$ cat src/rtl/dram_cpu_if.sv
// 68040 bus-side initiator for the DRAM controller: decodes DRAM transfer starts,
// splits line transfers into four wrapped beats and returns nTA / nTEA to the CPU.
module dram_cpu_if #(
  parameter logic [3:0] BASE_ADDR = 4'h0,
  parameter int         ADDR_W    = 26,
  parameter int         TIMEOUT   = 255
) (
  input  logic              clk,
  input  logic              nRESET,
  input  logic              nTS,
  input  logic              RnW,
  input  logic [1:0]        SIZ,
  input  logic [31:0]       A,
  output logic              nTA,
  output logic              nTEA,
  output logic              busy,
  output logic              dram_req,
  output logic              dram_wr,
  output logic              dram_page,
  output logic [ADDR_W-1:0] dram_addr,
  output logic [3:0]        dram_be,
  input  logic              dram_ack
);

  typedef enum logic [1:0] {
    IDLE = 2'd0,
    REQ  = 2'd1,
    ACK  = 2'd2
  } state_t;

  localparam logic [7:0] TO_LAST = 8'(TIMEOUT - 1);

  state_t            state_r, state_s;
  logic [7:0]        tcnt_r, tcnt_s;
  logic [1:0]        beat_r, beat_s;
  logic              line_r, line_s;
  logic              nta_s, ntea_s, busy_s, req_s, wr_s, page_s;
  logic [ADDR_W-1:0] addr_s;
  logic [3:0]        be_s;
  logic              hit_s;
  logic              unused_a_s;

  // Byte lanes for a transfer; a misaligned word follows the A[1] rule.
  function automatic logic [3:0] byte_enables(input logic [1:0] siz, input logic [1:0] a_lo);
    logic [3:0] be;
    case (siz)
      2'b01:   be = 4'b1000 >> a_lo;
      2'b10:   be = a_lo[1] ? 4'b0011 : 4'b1100;
      default: be = 4'b1111;
    endcase
    return be;
  endfunction

  assign hit_s      = (nTS == 1'b0) && (A[31:28] == BASE_ADDR);
  assign unused_a_s = ^A;

  // Next-state and next-output logic; nTA/nTEA default to their idle level.
  always_comb begin
    state_s = state_r;
    tcnt_s  = tcnt_r;
    beat_s  = beat_r;
    line_s  = line_r;
    nta_s   = 1'b1;
    ntea_s  = 1'b1;
    busy_s  = busy;
    req_s   = dram_req;
    wr_s    = dram_wr;
    page_s  = dram_page;
    addr_s  = dram_addr;
    be_s    = dram_be;
    case (state_r)
      IDLE: begin
        if (hit_s) begin
          state_s = REQ;
          req_s   = 1'b1;
          busy_s  = 1'b1;
          wr_s    = ~RnW;
          page_s  = 1'b0;
          addr_s  = {A[ADDR_W-1:2], 2'b00};
          be_s    = byte_enables(SIZ, A[1:0]);
          line_s  = (SIZ == 2'b11);
          beat_s  = 2'd0;
          tcnt_s  = 8'd0;
        end else begin
          state_s = IDLE;
        end
      end
      REQ: begin
        // An ack sampled together with expiry still completes the beat.
        if (dram_ack) begin
          req_s   = 1'b0;
          nta_s   = 1'b0;
          state_s = ACK;
        end else if (tcnt_r == TO_LAST) begin
          req_s   = 1'b0;
          ntea_s  = 1'b0;
          busy_s  = 1'b0;
          page_s  = 1'b0;
          state_s = IDLE;
        end else begin
          tcnt_s  = tcnt_r + 8'd1;
        end
      end
      ACK: begin
        if (line_r && (beat_r != 2'd3)) begin
          beat_s      = beat_r + 2'd1;
          addr_s[3:2] = dram_addr[3:2] + 2'd1;
          page_s      = 1'b1;
          req_s       = 1'b1;
          tcnt_s      = 8'd0;
          state_s     = REQ;
        end else begin
          busy_s  = 1'b0;
          page_s  = 1'b0;
          state_s = IDLE;
        end
      end
      default: begin
        state_s = IDLE;
        req_s   = 1'b0;
        busy_s  = 1'b0;
        page_s  = 1'b0;
      end
    endcase
  end

  // State, counters and registered outputs.
  always_ff @(posedge clk or negedge nRESET) begin
    if (!nRESET) begin
      state_r   <= IDLE;
      tcnt_r    <= 8'd0;
      beat_r    <= 2'd0;
      line_r    <= 1'b0;
      nTA       <= 1'b1;
      nTEA      <= 1'b1;
      busy      <= 1'b0;
      dram_req  <= 1'b0;
      dram_wr   <= 1'b0;
      dram_page <= 1'b0;
      dram_addr <= '0;
      dram_be   <= 4'b0000;
    end else begin
      state_r   <= state_s;
      tcnt_r    <= tcnt_s;
      beat_r    <= beat_s;
      line_r    <= line_s;
      nTA       <= nta_s;
      nTEA      <= ntea_s;
      busy      <= busy_s;
      dram_req  <= req_s;
      dram_wr   <= wr_s;
      dram_page <= page_s;
      dram_addr <= addr_s;
      dram_be   <= be_s;
    end
  end

endmodule

$ cat config.mk
export PLATFORM = sky130hd
export DESIGN_NAME = dram_cpu_if
export DESIGN_NICKNAME = d
export VERILOG_FILES = /design/src/rtl/dram_cpu_if.sv
export SDC_FILE = /design/constraint.sdc
export NUM_CORES = 1
export LEC_CHECK = 0
export BUFFER_PORTS_ARGS = -buffer_cell sky130_fd_sc_hd__buf_2
export CORE_ASPECT_RATIO = 1.2
export CORE_UTILIZATION = 54
export DETAILED_ROUTE_END_ITERATION = 7
export PLACE_DENSITY = 0.91
export SYNTH_ARGS = -nofsm -noshare
export SYNTH_HDL_FRONTEND = slang
export SYNTH_SLANG_ARGS = --single-unit
$ cat constraint.sdc
create_clock -name clk -period 2.7 [get_ports clk]
set_clock_uncertainty 0.15 [all_clocks]
set_input_delay 0.27 -clock clk [delete_from_list [all_inputs] [get_ports clk]]
set_output_delay 0.27 -clock clk [all_outputs]
set_load 0.01 [all_outputs]
==> key figures, run 1 <==
Clock network
  – CTS root buf: clkbuf_8
  – TritonCTS clock tree: yes
  – Hold buffers post-CTS: 0
  – H-tree Lvls: 2
  – # clock sinks: 47
  – Clock latency on the worst-skew pair: 0.29 ns
  – Clock buffer depth: 2
  – Clock transition at path regs: 0.08 ns
  – Post-cts resize count: 0
  – Post-CTS Setup Inserts: 0
  – Clock buffers created by TritonCTS: 5

GRT
  – Overall Global Routing Usage: 21.9%
  – Antenna violations before repair: 0
  – Pin count of the biggest net entering global routing: 48
  – Gr ovfl total: 0
  – GR peak layer: met2
  – First-pass GRT wire length: 7090 um
  – M3 GR Usage: 5.50%
  – Global routing usage on met1: 24.2%
  – Grt met2 use: 37.7%
  – Vias in the first global route: 1627

STA
  – Slew headroom: 34.2%
  – RSZ-0062 raised after global routing: no
  – Maximum clock rate: 477 MHz
  – Setup_tns: 0 ns
  – Crit share post-route: 77.6%
  – Final Slew Violations: 0
  – Final hold viol count: 31
  – Worst Max-Slew Pin Slew: 0.987 ns
  – Tmin final: 2.10 ns
  – Hold_ws: -0.0112 ns
  – Setup-failing EPs final: 0

Place
  – Final GP Congestion: 0.821
  – Detailed placer's ending HPWL: 3480 um
  – Placed insts: 302
  – Number of port buffers: 70

Finish
  – Diode count: 0
  – Cell Count, Final, Fillers Out: 309
  – Area Growth Syn to Fin: 20.3%
  – Nets@finish: 300
  – Share of layout cells above drive strength 1: 43.1%
  – Layout fillers: 314
  – Fin util: 68.6%

Die
  – Die height: 73.2 um
  – Core ar.: 4000 um^2
  – Die area: 4490 um^2
  – Initial Util: 57.0%
  – Die W: 61.3 um
  – Num ports: 75
  – # rows: 25

Setup path
  – Worst setup path startpoint: state_r[1]$_DFFE_PN0P_
  – R2r worst-path depth: 4
  – Crit path required time: 2.73 ns
  – R2R Path Start: state_r[1]$_DFFE_PN0P_
  – Worst setup SP type: flop
  – WS Path Type: reg -> reg
  – CP Max Fanout: 21
  – FF-to-FF setup slack: 0.60 ns
  – CP Data Arrival Time: 2.12 ns
  – FF-to-FF End: dram_addr[18]$_DFFE_PN0P_
  – CP Capture Type: flop

Power and ir drop
  – Peak VDD IR: 0.000424 V
  – P per Cell Area: 717 nW/um^2
  – P_leak: 1.44 nW

Route
  – Total Routed Length: 4600 um
  – Vias/cell: 5.40
  – Final ANT Viol Nets: 0
  – Routed length per instance: 14.9 um
  – Initial DRC Count: 65
  – DRT Pass-1 Iters: 4
  – Via count: 1668
  – DRC viols: 0

Job
  – # Max-Cap Violations: 0

Synth
  – Mapped Cells: 183
  – Top-area cell type share of the netlist area: 49.3%
  – Post-Syn Area: 2280 um^2
  – Synth warn: 0
  – Post-synthesis register bit count: 47
  – Top FF cell, synth: dfrtp_1
  – Post-synth EDFFs: 0
  – Area contributors post-synth: dfrtp_1 49%, mux2_4 15%, ha_1 3.3%, dfstp_2 2.3%, o21ai_0 2.2%
  – Cell taking the most area after synthesis: dfrtp_1
  – Seq/Total Area, Yosys: 51.6%
  – Post-synth ARST share: 100%
  – Yosys cell types: 45
  – Post-Syn Area per Cell: 12.5 um^2

Run status
  – Status: finished, violations left
  – Failing checks: hold timing

Hold path
  – Hold Crit Class: in -> async
logic make-up (layout without fill, tap and decap cells):
family          count (synthesis)  after routing  synth area share (%)
compound gates                 37             37                  11.1
xor+xnor                        1              1                 0.384
fa+ha+maj                       6              6                  3.29
buf+inv                        19             90                  4.93
flops                          47             47                  51.6
mux                            27             27                  17.0
other cells                     1              2                 0.164
simple gates                   45             45                  11.5
layout by cell type, fill, tap and decap left out, drive strengths merged, types with 2 or more instances in the layout:
master	n
o21ai	10
nor3b	2
nor2	9
nand3	4
and2	2
a21bo	2
nand2	12
nand2b	2
nor3	2
buf	71
dfrtp	45
mux2	25
a211oi	2
o31ai	2
a21oi	7
mux2i	2
a21o	2
clkbuf	6
o2bb2ai	2
conb	2
a22oi	2
ha	6
inv	12
dfstp	2
nor4	4
critical path, stage by stage, from the launching register on:
cell and delay, ns:
dfrtp_1 0.53, nor4_4 0.38, nand2_2 0.24, buf_4 0.34, mux2_4 0.34
worst max path at each step:
stage,to,slack [ns]
floorplan,dram_req$_DFFE_PN0P_,0.85
global placement,dram_addr[8]$_DFFE_PN0P_,0.69
detailed placement,dram_addr[18]$_DFFE_PN0P_,0.62
CTS,dram_addr[18]$_DFFE_PN0P_,0.61
global route,dram_addr[18]$_DFFE_PN0P_,0.53
finish,dram_addr[18]$_DFFE_PN0P_,0.60
routing by layer:
layer  up-vias  wire (um)
met3        15        228
met1       805       1750
met2        57       2450
met5         -          0
met4         0        174
li1        791          -
synth_stat cells (2+ instances only):
cell type and n:
dfrtp_1 45, mux2_4 23, inv_1 12, nand2_1 11, o21ai_0 10, nor2_1 9, a21oi_1 7, ha_1 6
buf_6 4, nand3_1 4, buf_4 3, nor4_1 3, a211oi_1 2, a21bo_2 2, a21o_1 2, a22oi_1 2
and2_1 2, dfstp_2 2, mux2_2 2, mux2i_1 2, nand2b_1 2, nor3_1 2, nor3b_1 2, o2bb2ai_1 2
o31ai_1 2
per-stage QoR:
stage / total power [mW] / hold WS, ns / setup slack (ns) / cell area (um^2)
finish: 1.97 / -0.0112 / 0.604 / 2750
global route: 2.07 / 0.0412 / 0.526 / 2750
floorplan: 1.27 / -0.176 / 0.846 / 2290
CTS: 1.98 / 0.0243 / 0.613 / 2750
global placement: 1.46 / 0.314 / 0.689 / 2640
detailed placement: 1.50 / 0.324 / 0.623 / 2640
power by group:
part	internal [mW]	total (mW)	switching, mW
Clock	0.271	0.485	0.214
Sequential	0.859	0.976	0.117
Combinational	0.279	0.509	0.230
cell type report:
cell class	count	area, um^2	area share, %
Sequential cell	47	1180	42.9
Multi-Input combinational cell	118	995	36.2
Timing Repair Buffer	71	358	13.0
Clock buffer	6	72.6	2.64
Tap cell	54	67.6	2.46
Inverter	12	45.0	1.64
Clock inverter	1	30.0	1.09
state kept, by name (all words and copies together), names as in the netlist:
register   flops
line_r         1
beat_r         2
nTEA           1
tcnt_r         8
dram_page      1
nTA            1
busy           1
dram_addr     24
state_r        2
dram_wr        1
dram_be        4
dram_req       1
No activity file was read; power rests on OpenSTA's default activity.
==> inputs of run 2 (changes only) <==
--- a/config.mk
+++ b/config.mk
@@ -7,9 +7,9 @@
 export LEC_CHECK = 0
 export BUFFER_PORTS_ARGS = -buffer_cell sky130_fd_sc_hd__buf_2
 export CORE_ASPECT_RATIO = 1.2
-export CORE_UTILIZATION = 54
+export CORE_UTILIZATION = 50
 export DETAILED_ROUTE_END_ITERATION = 7
-export PLACE_DENSITY = 0.91
+export PLACE_DENSITY = 0.86
 export SYNTH_ARGS = -nofsm -noshare
 export SYNTH_HDL_FRONTEND = slang
 export SYNTH_SLANG_ARGS = --single-unit
==> constraint.sdc (replaced) <==
create_clock -name clk -period 1.94 [get_ports clk]
set_clock_uncertainty 0.15 [all_clocks]
set_input_delay 0.194 -clock clk [delete_from_list [all_inputs] [get_ports clk]]
set_output_delay 0.194 -clock clk [all_outputs]
set_load 0.01 [all_outputs]
==> run 2 against run 1 <==
Against the previous run: the flow now finishes without violations; critical path depth did not move; final area rose by 13%; count of clock-buffer cells in the layout did not move; sequential cell count did not move; critical path type unchanged; largest cell class unchanged.
==> key figures, run 2 (same netlist as run 1, synthesis figures left out) <==
Run status
  – Status: complete, no violations

Die
  – Num ports: 75 (unchanged)
  – Core ar.: 4330 um^2 (+8.1%)
  – Die area: 4840 um^2 (+7.8%)
  – # rows: 26 (+4.0%)
  – Die W: 63.7 um (+3.8%)
  – Initial Util: 52.7% (-4.3 points)
  – Die height: 76.0 um (+3.8%)

Power and ir drop
  – P_leak: 1.60 nW (+11%)
  – Peak VDD IR: 0.000602 V (+42%)
  – P per Cell Area: 940 nW/um^2 (+31%)

Place
  – Final GP Congestion: 0.824 (+0.38%)
  – DP Worst Slack: 0.0887 ns (-0.534 ns)
  – Detailed placer's ending HPWL: 3360 um (-3.3%)
  – Number of port buffers: 70 (unchanged)

Finish
  – Most common cell after layout, fill and taps aside: buf_2
  – Share of layout cells above drive strength 1: 42.2% (-0.98 points)
  – Nets@finish: 331 (+10%)
  – Max FFs per register: 24 (unchanged)
  – Area Growth Syn to Fin: 35.5%
  – Diode count: 0 (unchanged)
  – Top reg by flops: dram_addr
  – Commonest non-fill, non-tap cells in the layout: 70 x buf_2, 45 x dfrtp_1, 24 x dlygate4sd3_1
  – Largest registers: dram_addr: 24 flops, tcnt_r: 8 flops, dram_be: 4 flops
  – Fin util: 71.5% (+2.9 points)

Setup path
  – CP Data Arrival Time: 1.84 ns (-0.28 ns)
  – Crit-path cells: nor4_4 -> nand2_2 -> buf_12 -> mux2_4
  – Slowest-stage cell, CP: dfrtp_1
  – Delay of the slowest critical-path stage: 0.50 ns (-0.03 ns)
  – Crit path max-delay family: flip-flops
  – Worst setup SP type: flop
  – CP Max Fanout: 32 (+52%)
  – Crit path required time: 1.98 ns (-0.75 ns)
  – CP Capture Type: flop
  – WP buf/inv: 1 (unchanged)
  – WS Path Type: reg -> reg

Job
  – # Max-Cap Violations: 0 (unchanged)

Clock network
  – TritonCTS clock tree: yes
  – H-tree Lvls: 2 (unchanged)
  – Clock buffer depth: 2 (unchanged)
  – Clock buffers created by TritonCTS: 5 (unchanged)
  – Clock transition at path regs: 0.09 ns (about the same)
  – # clock sinks: 47 (unchanged)
  – Clock latency on the worst-skew pair: 0.30 ns (about the same)
  – CTS root buf: clkbuf_8

GRT
  – Antenna violations before repair: 0 (unchanged)
  – Vias in the first global route: 1923 (+18%)
  – Gr ovfl total: 0 (unchanged)
  – M3 GR Usage: 4.94% (-0.56 points)
  – Overall Global Routing Usage: 24.1% (+2.2 points)
  – First-pass GRT wire length: 8880 um (+25%)
  – GR peak layer: met2
  – Grt met2 use: 44.0% (+6.4 points)
  – Pin count of the biggest net entering global routing: 33 (-31%)
  – Global routing usage on met1: 26.8% (+2.6 points)

Route
  – Final ANT Viol Nets: 0 (unchanged)
  – DRC viols: 0 (unchanged)
  – Via count: 1829 (+9.7%)
  – Total Routed Length: 5390 um (+17%)
  – Initial DRC Count: 127 (+95%)
  – Routed length per instance: 15.7 um (+5.6%)
  – DRT Pass-1 Iters: 4 (unchanged)
  – Vias/cell: 5.33 (-1.2%)

STA
  – Final hold viol count: 0 (-100%)
  – Tmin final: 1.80 ns (-0.299 ns)
  – RSZ-0062 raised after global routing: no
  – Setup WS post-layout: 0.143 ns (-0.461 ns)
  – Setup_tns: 0 ns (unchanged)
  – Crit share post-route: 92.6% (+15 points)
  – Setup-failing EPs final: 0 (unchanged)
  – Final Slew Violations: 0 (unchanged)
  – Maximum clock rate: 556 MHz (+17%)

Hold path
  – Hold Crit Class: in -> reg
-- run 2: cell types whose count changed in the layout (fill, tap and decap cells not counted), sizes merged --
cell / previous run / this run
dlygate4sd3: 0 / 24
inv: 12 / 13
buf: 71 / 78
-- run 2: timing repair --
| item | in CTS | in global routing |
|---|---|---|
| buffers inserted | 0 | 0 |
| hold buffers | 24 | 0 |
| hold endpoints to repair | 40 | 0 |
| endpoints found under the setup margin | 0 | 6 |
| gates resized for setup | 0 | 3 |
-- run 2: report_power, final --
group | internal, mW | switching [mW]
Clock | 0.424 | 0.340
Combinational | 0.446 | 0.357
Sequential | 1.19 | 0.144
Total | 2.06 | 0.842
-- run 2: path summary, 6_finish.rpt --
path,startpoint,end,slack (ns),cells after the start
setup / recovery,state_r[1]$_DFFE_PN0P_,dram_addr[6]$_DFFE_PN0P_,0.14,4
hold / removal,A[3],dram_addr[3]$_DFFE_PN0P_,0.05,3
setup reg to reg,state_r[1]$_DFFE_PN0P_,dram_addr[6]$_DFFE_PN0P_,0.14,4
max in group asynchronous,nRESET,beat_r[1]$_DFFE_PN0P_,0.91,3
min in group asynchronous,nRESET,tcnt_r[1]$_DFFE_PN0P_,0.23,2
hold reg to reg,dram_wr$_DFFE_PN0P_,dram_wr$_DFFE_PN0P_,0.34,2
-- run 2: cell type report --
class,count,area [um^2]
tap,56,70.1
sequential,47,1180
clock buffer,6,82.6
timing repair buffer,102,676
multi-input combinational,118,1000
inverter,12,45.0
clock inverter,2,38.8
fill,293,1230
-- run 2: routing by layer --
| metal | vias to the layer above | part of all wire, % | routed length (um) |
|---|---|---|---|
| met1 | 902 | 38 | 2030 |
| met5 | - | 0 | 0 |
| met2 | 66 | 55 | 2980 |
| met4 | 0 | 2.3 | 123 |
| met3 | 10 | 4.8 | 260 |
| li1 | 851 | - | - |
-- run 2: stage by stage --
stage | power (mW) | hold WS, ns | cells | area (um^2)
final | 2.91 | 0.0547 | 343 | 3090
after floorplan | 1.77 | -0.252 | 184 | 2290
after global placement | 2.06 | 0.0320 | 311 | 2720
after CTS | 2.90 | 0.0507 | 343 | 3090
after global routing | 3.05 | 0.0633 | 343 | 3090
after detailed placement | 2.10 | 0.0341 | 311 | 2720
-- run 2: tightest hold or removal path: stages --
cell and delay, ns:
buf_2 0.08, a21oi_1 0.05, o21ai_0 0.14
